**src/rtl/uart_reg_host.sv**
```systemverilog
// uart_reg_host: reg-bus initiator for the 8-bit UART register interface.
// Takes one command at a time from a valid/ready port, runs a single bus
// cycle (reg_cs held until reg_ack or timeout) and returns the read data
// and error status on a valid/ready response port.
module uart_reg_host #(
    parameter logic [15:0] TO_CYC = 16'd255,  // max cycles reg_cs may wait for ack (>=2)
    parameter int          TO_W   = 16        // timeout counter width
) (
    input  logic       app_clk,
    input  logic       arst_n,
    // command port
    input  logic       cmd_valid,
    output logic       cmd_ready,
    input  logic       cmd_wr,
    input  logic [3:0] cmd_addr,
    input  logic [7:0] cmd_wdata,
    // response port
    output logic       rsp_valid,
    input  logic       rsp_ready,
    output logic [7:0] rsp_rdata,
    output logic       rsp_err,
    // register bus
    output logic       reg_cs,
    output logic       reg_wr,
    output logic [3:0] reg_addr,
    output logic [7:0] reg_wdata,
    output logic       reg_be,
    input  logic [7:0] reg_rdata,
    input  logic       reg_ack
);

    localparam logic [1:0] ST_IDLE = 2'd0;
    localparam logic [1:0] ST_BUS  = 2'd1;
    localparam logic [1:0] ST_RESP = 2'd2;

    // Last counter value of a bus cycle: reg_cs is high for exactly TO_CYC cycles.
    localparam logic [TO_W-1:0] TO_LAST = TO_W'(TO_CYC - 16'd1);
    localparam logic [TO_W-1:0] CNT_ONE = TO_W'(1);

    logic [1:0]      state_q, state_d;
    logic            ready_q, ready_d;
    logic            rsp_valid_q, rsp_valid_d;
    logic [7:0]      rsp_rdata_q, rsp_rdata_d;
    logic            rsp_err_q, rsp_err_d;
    logic            cs_q, cs_d;
    logic            wr_q, wr_d;
    logic [3:0]      addr_q, addr_d;
    logic [7:0]      wdata_q, wdata_d;
    logic            be_q, be_d;
    logic [TO_W-1:0] cnt_q, cnt_d;

    // Next-state logic for the IDLE -> BUS -> RESP -> IDLE sequence.
    always_comb begin
        state_d     = state_q;
        rsp_valid_d = rsp_valid_q;
        rsp_rdata_d = rsp_rdata_q;
        rsp_err_d   = rsp_err_q;
        cs_d        = cs_q;
        wr_d        = wr_q;
        addr_d      = addr_q;
        wdata_d     = wdata_q;
        be_d        = be_q;
        cnt_d       = cnt_q;

        case (state_q)
            ST_IDLE: begin
                // ready_q is low for the first cycle after reset, so no
                // command is taken until cmd_ready has actually been shown.
                if (cmd_valid && ready_q) begin
                    cs_d    = 1'b1;
                    be_d    = 1'b1;
                    wr_d    = cmd_wr;
                    addr_d  = cmd_addr;
                    wdata_d = cmd_wdata;
                    cnt_d   = '0;
                    state_d = ST_BUS;
                end
            end
            ST_BUS: begin
                // An ack arriving in the timeout cycle still wins.
                if (reg_ack) begin
                    rsp_rdata_d = wr_q ? 8'h00 : reg_rdata;
                    rsp_err_d   = 1'b0;
                    rsp_valid_d = 1'b1;
                    cs_d        = 1'b0;
                    wr_d        = 1'b0;
                    be_d        = 1'b0;
                    cnt_d       = '0;
                    state_d     = ST_RESP;
                end else if (cnt_q == TO_LAST) begin
                    rsp_rdata_d = 8'hFF;
                    rsp_err_d   = 1'b1;
                    rsp_valid_d = 1'b1;
                    cs_d        = 1'b0;
                    wr_d        = 1'b0;
                    be_d        = 1'b0;
                    cnt_d       = '0;
                    state_d     = ST_RESP;
                end else begin
                    cnt_d = cnt_q + CNT_ONE;
                end
            end
            ST_RESP: begin
                // Response held stable until consumed.
                if (rsp_ready) begin
                    rsp_valid_d = 1'b0;
                    state_d     = ST_IDLE;
                end
            end
            default: begin
                rsp_valid_d = 1'b0;
                cs_d        = 1'b0;
                wr_d        = 1'b0;
                be_d        = 1'b0;
                cnt_d       = '0;
                state_d     = ST_IDLE;
            end
        endcase

        // cmd_ready is a registered copy of "next state is IDLE".
        ready_d = (state_d == ST_IDLE);
    end

    // State and output registers; reset drops the bus cycle immediately.
    always_ff @(posedge app_clk or negedge arst_n) begin
        if (!arst_n) begin
            state_q     <= ST_IDLE;
            ready_q     <= 1'b0;
            rsp_valid_q <= 1'b0;
            rsp_rdata_q <= 8'h00;
            rsp_err_q   <= 1'b0;
            cs_q        <= 1'b0;
            wr_q        <= 1'b0;
            addr_q      <= 4'h0;
            wdata_q     <= 8'h00;
            be_q        <= 1'b0;
            cnt_q       <= '0;
        end else begin
            state_q     <= state_d;
            ready_q     <= ready_d;
            rsp_valid_q <= rsp_valid_d;
            rsp_rdata_q <= rsp_rdata_d;
            rsp_err_q   <= rsp_err_d;
            cs_q        <= cs_d;
            wr_q        <= wr_d;
            addr_q      <= addr_d;
            wdata_q     <= wdata_d;
            be_q        <= be_d;
            cnt_q       <= cnt_d;
        end
    end

    assign cmd_ready = ready_q;
    assign rsp_valid = rsp_valid_q;
    assign rsp_rdata = rsp_rdata_q;
    assign rsp_err   = rsp_err_q;
    assign reg_cs    = cs_q;
    assign reg_wr    = wr_q;
    assign reg_addr  = addr_q;
    assign reg_wdata = wdata_q;
    assign reg_be    = be_q;

endmodule
```
**config.mk**
```make
export PLATFORM = sky130hd
export DESIGN_NAME = uart_reg_host
export DESIGN_NICKNAME = d
export VERILOG_FILES = /design/src/rtl/uart_reg_host.sv
export SDC_FILE = /design/constraint.sdc
export NUM_CORES = 1
export LEC_CHECK = 0
export BUFFER_PORTS_ARGS = -buffer_cell sky130_fd_sc_hd__buf_2
export CORE_AREA = 3 3 104 76
export CTS_CLUSTER_DIAMETER = 150
export CTS_CLUSTER_SIZE = 16
export DETAILED_ROUTE_END_ITERATION = 8
export DIE_AREA = 0 0 107 79
export HOLD_SLACK_MARGIN = 0.15
export PLACE_DENSITY = 0.48
export SETUP_SLACK_MARGIN = 0.1
export SKIP_LAST_GASP = 1
export SYNTH_ARGS = -nofsm -noshare
export SYNTH_HDL_FRONTEND = slang
export SYNTH_SLANG_ARGS = --single-unit
```
**constraint.sdc**
```tcl
create_clock -name app_clk -period 4.3 [get_ports app_clk]
set_clock_uncertainty 0.1 [all_clocks]
set_input_delay 0.43 -clock app_clk [delete_from_list [all_inputs] [get_ports app_clk]]
set_output_delay 0.43 -clock app_clk [all_outputs]
set_load 0.05 [all_outputs]
```
==> metrics.cfg, run 1 <==
[logic_synthesis]
yosys.area.top_type=dfrtp_1
syn_nets=223
syn_inst=195
synth.ff_latch_count=43
synth_area_mm2=0.00209
yosysWarnings=0
async_flop_share=1.00
ys_seq_area_frac=0.514
ys_types=50
synth_edf_count=0
ys.flop_type=dfrtp_1
syn_avg_cell_area_um2=10.7
synth.area.top_cells=dfrtp_1 51%, a31oi_1 5.1%, mux2_2 3.8%
yosysTopAreaCellShare=0.514

[drt]
antenna_left=0
drc=0
vias=1695
routed_wl_um=4830
drt_first_pass_iters=4
via_per_inst=5.04
post_drt_wl_per_cell_um=14.4
drt_iter0_markers=57

[placed_design]
place_inst=329
place_congestion=0.761
portBuffers=51
dpl.hpwl_um=3360

[sta]
layout_min_cycle_time_ps=2020
clock.fmax_ghz=0.496
final_max_slew_viol_count=0
relSlewSlack=0.353
fin_setup_tns_ps=0
setup_violations=0
final_hold_viol_count=0
rsz0062_at_grt=no
tightest_slew_ps=965
min_period_over_period=0.469

[worst_setup_path]
critPathLaunchType=flip-flop
cp.arrival_ps=2100
reg2regPathDepth=7
r2r_start=cnt_q[0]
rrSetupSlack_ps=2280
cp_max_fo=23
reg2reg_to=cnt_q[10]
critPathCaptureType=flip-flop
cp.required_ps=4380
path_class=flip-flop to flip-flop

[cts]
insertion_delay_ps=300
post_cts_resized=0
htreeDepth=2
numCtsBuffers=5
clk_path_buf_depth=2
clk_pin_slew_worst_paths_ps=90
cts_setup_buffers=0
cts_sinks=43
cts_tree=done
cts-hold-fix-buffers=0
root_buffer=clkbuf_8

[final_layout]
syn_to_final_growth_pct=20.3
diodes=0
layout-drive-gt1-share=0.335
finalNonFillerCells=336
fin_nets=270

[floorplan]
start_util=0.305
die_h_um=79
core_area_mm2=0.00685
dieArea_mm2=0.00845
num_rows=25
ioPinCount=52
die_w_um=107

[global_routing]
grt_max_degree=44
grt_antenna_before_repair=0
grt_pass1_wl_um=8110
grt_pass1_vias=1661
grt_use_total=0.119
grt_overflow=0

[min_path]
hold_path.class=primary input to asynchronous set/reset pin

[pwr]
p_leak_nw=1.09
p_per_area_mw_per_mm2=721
ir_drop_mv=0.398

[run]
max_cap_violations=0

[run_status]
outcome=completed

-- how the worst max path moves through the flow --
stage               start            to  depth (start not counted)
2_1_floorplan   cmd_ready   reg_addr[1]                          4
3_3_place_gp    cmd_valid   reg_addr[3]                          4
6_report         cnt_q[0]     cnt_q[10]                          7
4_1_cts        state_q[1]  reg_wdata[7]                          2
5_1_grt          cnt_q[0]     cnt_q[10]                          7
3_5_place_dp    cmd_valid  reg_wdata[5]                          4
-- synthesized netlist by cell type, drive strengths merged (2+ instances only) --
cell type / instances
dfrtp: 43
a31oi: 17
nand2: 14
mux2: 12
nand3: 12
a21oi: 9
buf: 8
inv: 7
o21ai: 7
o21ba: 7
clkbuf: 5
nand4: 5
and4: 4
nor3: 4
and3: 3
nor2b: 3
o22ai: 3
a21o: 2
ha: 2
nand2b: 2
nor2: 2
o22a: 2
or4b: 2
-- power by group --
part / total [mW] / internal [mW] / leakage (nW) / switching [mW]
clock: 0.313 / 0.170 / 0.0502 / 0.143
sequential: 0.630 / 0.535 / 0.539 / 0.0953
combinational: 0.872 / 0.246 / 0.496 / 0.626
-- metrics by stage --
| stage | hold WS, ps | setup slack, ps | instance area (um^2) | total power, mW | util |
|---|---|---|---|---|---|
| 6_report | 178 | 2280 | 2520 | 1.82 | 0.367 |
| 5_1_grt | 244 | 2070 | 2520 | 1.91 | 0.367 |
| 4_1_cts | 226 | 2250 | 2520 | 1.84 | 0.367 |
| 3_5_place_dp | 374 | 2220 | 2410 | 1.52 | 0.352 |
| 3_3_place_gp | 363 | 2280 | 2410 | 1.52 | 0.352 |
| 2_1_floorplan | 34.4 | 2330 | 2090 | 1.31 | - |
-- layout by cell type (no fill, tap or decap), types with 3 or more instances in the layout --
master	n
buf_2	51
dfrtp_1	43
a31oi_1	17
nand2_1	14
nand3_1	12
a21oi_1	8
inv_1	7
o21ba_2	7
mux2_2	7
o21ai_0	7
nand4_1	5
mux2_1	5
clkbuf_8	5
nor3_1	3
nor2b_1	3
o22ai_1	3
and3_1	3
-- routing by layer --
layer | share of wire | global-route usage
met5 | 0 | 0
met1 | 0.51 | 0.167
met2 | 0.42 | 0.176
met3 | 0.066 | 0.0406
met4 | 0.0070 | 0.0307
-- final cells by class --
type                    instances  area (um^2)
fillers                       704         4330
flip-flops and latches         43         1080
multi-input cells             132          921
repair buffers                 53          270
well taps                      94          118
clock buffers                   5         68.8
clock inverters                 2         37.5
inverters                       7         26.3
-- cells by family (layout without fill, tap and decap cells) --
family,count (synthesis),after routing,share of synthesized area
flip-flops,43,43,0.514
buffers and inverters,20,67,0.0502
adder cells (fa/ha/maj),2,2,0.0120
AND/OR/NAND/NOR,60,60,0.167
AO/OA/AOI/OAI,57,57,0.187
XOR/XNOR,1,1,0.00419
multiplexers,12,12,0.0646
-- sequential cells by signal, indices dropped and copies added (netlist names) --
register	cells
cnt_q	16
rsp_rdata	8
cmd_ready	1
rsp_err	1
reg_be	1
state_q	2
rsp_valid	1
reg_wr	1
reg_wdata	8
reg_addr	4
-- critical path, cell delays in order, from the launching register on --
cell,delay (ps)
dfrtp_1,440
inv_1,60
ha_1,190
nor4b_1,140
nand4_1,70
buf_4,250
nand2_1,250
o41ai_1,400
No activity file was read; power rests on OpenSTA's default activity.
==> run 2, diff against run 1 <==
Settings changed: PLACE_DENSITY 0.48 to 0.5.
Clock period 4.3 ns to 1.73 ns, I/O delays scaled along.
==> run 2 against run 1 <==
Net effect:
- the flow now finishes with violations (setup timing)
- cell count grew 17%
- combinational power grew to 3.2 times the previous value
- clock power grew 110%
- clock-buffer cell count grew 1
- setup slack lost 2300 ps
- largest power group unchanged
==> metrics.cfg, run 2 (synthesis results as in run 1) <==
[worst_setup_path]
r2r_start=cnt_q[1]
reg2regPathDepth=5  ; -2
slowest_stage=or4b_4
critPathCaptureType=flip-flop
cp.arrival_ps=1910  ; -190 ps
cp_num_cells=5  ; -2
cp_max_fo=5  ; -78%
path_class=flip-flop to flip-flop
critPathLaunchType=flip-flop
path_delay_family=simple AND/OR/NAND/NOR gates
cp_cell_sequence=buf_4 > and4_1 > and4_4 > or4b_4 > a31oi_1
critPathLaunch=cnt_q[1]
max_stage_delay_ps=490  ; +50 ps
path_buf_inv=1  ; -1
reg2reg_to=cnt_q[13]
rrSetupSlack_ps=-60  ; -2340 ps
cp.required_ps=1850  ; -2530 ps

[final_layout]
top_register=cnt_q
layout-drive-gt1-share=0.458  ; +0.123
diodes=0  ; unchanged
most-common-layout-cells=52 x buf_2, 40 x dfrtp_1, 25 x buf_4, 22 x dlygate4sd3_1, 14 x a31oi_1
finalNonFillerCells=393  ; +17%
layout_commonest_cell=buf_2
largest_register_ffs=16  ; unchanged
syn_to_final_growth_pct=55.3
stdcell_area_mm2=0.00325  ; +29%
fin_nets=326  ; +21%

[drt]
drc=0  ; unchanged
via_per_inst=4.84  ; -4.1%
drt_first_pass_iters=4  ; unchanged
routed_wl_um=5670  ; +17%
drt_iter0_markers=113  ; +98%
vias=1902  ; +12%
antenna_left=0  ; unchanged
post_drt_wl_per_cell_um=14.4  ; +0.36%

[sta]
relSlewSlack=0.678  ; +0.324
fin_setup_tns_ps=-188  ; -188 ps
fin_hold_ws_ps=147  ; -31.1 ps
tightest_slew_ps=484  ; -481 ps
final_max_slew_viol_count=0  ; unchanged
rsz0062_at_grt=yes
layout_min_cycle_time_ps=1790  ; -228 ps
min_period_over_period=1.03  ; +0.566
clock.fmax_ghz=0.559  ; +13%
final_hold_viol_count=0  ; unchanged
setup_slack_ps=-60.4  ; -2340 ps
setup_violations=8  ; +8

[floorplan]
die_h_um=79  ; unchanged
dieArea_mm2=0.00845  ; unchanged
die_w_um=107  ; unchanged
num_rows=25  ; unchanged
start_util=0.305  ; unchanged
core_area_mm2=0.00685  ; unchanged
ioPinCount=52  ; unchanged

[pwr]
p_per_area_mw_per_mm2=1530  ; +110%
ir_drop_mv=0.835  ; +110%
p_leak_nw=1.40  ; +29%
power.total_mw=4.96  ; +170%

[placed_design]
place_inst=354  ; +7.6%
dpl.hpwl_um=3720  ; +11%
placed_area_mm2=0.00265  ; +9.9%
portBuffers=51  ; unchanged
place_congestion=0.875  ; +15%

[cts]
numCtsBuffers=5  ; unchanged
root_buffer=clkbuf_8
clk_path_buf_depth=2  ; unchanged
insertion_delay_ps=290  ; about the same
cts_tree=done
htreeDepth=2  ; unchanged
cts_sinks=43  ; unchanged
clk_pin_slew_worst_paths_ps=80  ; about the same

[global_routing]
grt_use_total=0.137  ; +0.0175
globalRouteMet2Util=0.202  ; +0.0264
grt_max_degree=26  ; -41%
grt-busiest-layer=met2
grt_overflow=0  ; unchanged
grt_use_met1=0.202  ; +0.0347
grt_pass1_vias=1910  ; +15%
grt_pass1_wl_um=9320  ; +15%
grt_antenna_before_repair=0  ; unchanged
grt_use_met3=0.0276  ; -0.0130

[min_path]
min_to=reg_wr
min-delay-start=cmd_wr
hold_path.class=primary input to flip-flop
holdPathStages=3

[run]
max_cap_violations=0  ; unchanged

[run_status]
violations=setup timing
outcome=complete, but fails checks

==> run 2: changes by cell type in the layout (fill, tap and decap cells not counted), moves of 4 or more <==
cell           previous run  this run
buf_4                     2        25
dlygate4sd3_1             0        22
buf_6                     0         6
o21ba_2                   7         1
o21ba_4                   0         6
o21ai_0                   7         2
o21ai_2                   0         4
==> run 2: stage by stage <==
stage / setup slack, ps / utilization
floorplan: 24.3 / -
global placement: 1.20 / 0.387
detailed placement: -48.0 / 0.387
CTS: -17.5 / 0.441
global route: -130 / 0.474
finish: -60.4 / 0.474
==> run 2: cell type report <==
type | instances | area, um^2
clock buffers | 6 | 72.6
clock inverters | 2 | 12.5
fillers | 615 | 3600
inverters | 7 | 26.3
multi-input cells | 132 | 1120
flip-flops and latches | 43 | 1080
well taps | 94 | 118
repair buffers | 109 | 821
==> run 2: power breakdown <==
group	switching, mW	internal, mW
clock network	0.359	0.283
registers	0.217	1.34
logic	1.76	1.01
==> run 2: worst max path at each step <==
| stage | endpoint |
|---|---|
| global route | cnt_q[10] |
| floorplan | cnt_q[13] |
| finish | cnt_q[13] |
| CTS | cnt_q[13] |
| global placement | cnt_q[13] |
| detailed placement | cnt_q[13] |
==> run 2: timing repair <==
action | in CTS | in global routing
resized for setup | 14 | 32
pin swaps | 2 | 10
hold buffers | 22 | 0
gates cloned | 0 | 2
setup endpoints to repair | 23 | 29
setup buffers | 2 | 5
hold endpoints to repair | 66 | 0
==> run 2: tightest hold or removal path, stage by stage <==
cell and delay [ps]:
buf_2 100, or4b_2 190, o21ai_2 40
==> run 2: per-layer routing <==
| layer | vias up | part of all wire |
|---|---|---|
| met2 | 52 | 0.42 |
| met5 | - | 0 |
| li1 | 942 | - |
| met1 | 902 | 0.51 |
| met3 | 6 | 0.051 |
| met4 | 0 | 0.013 |
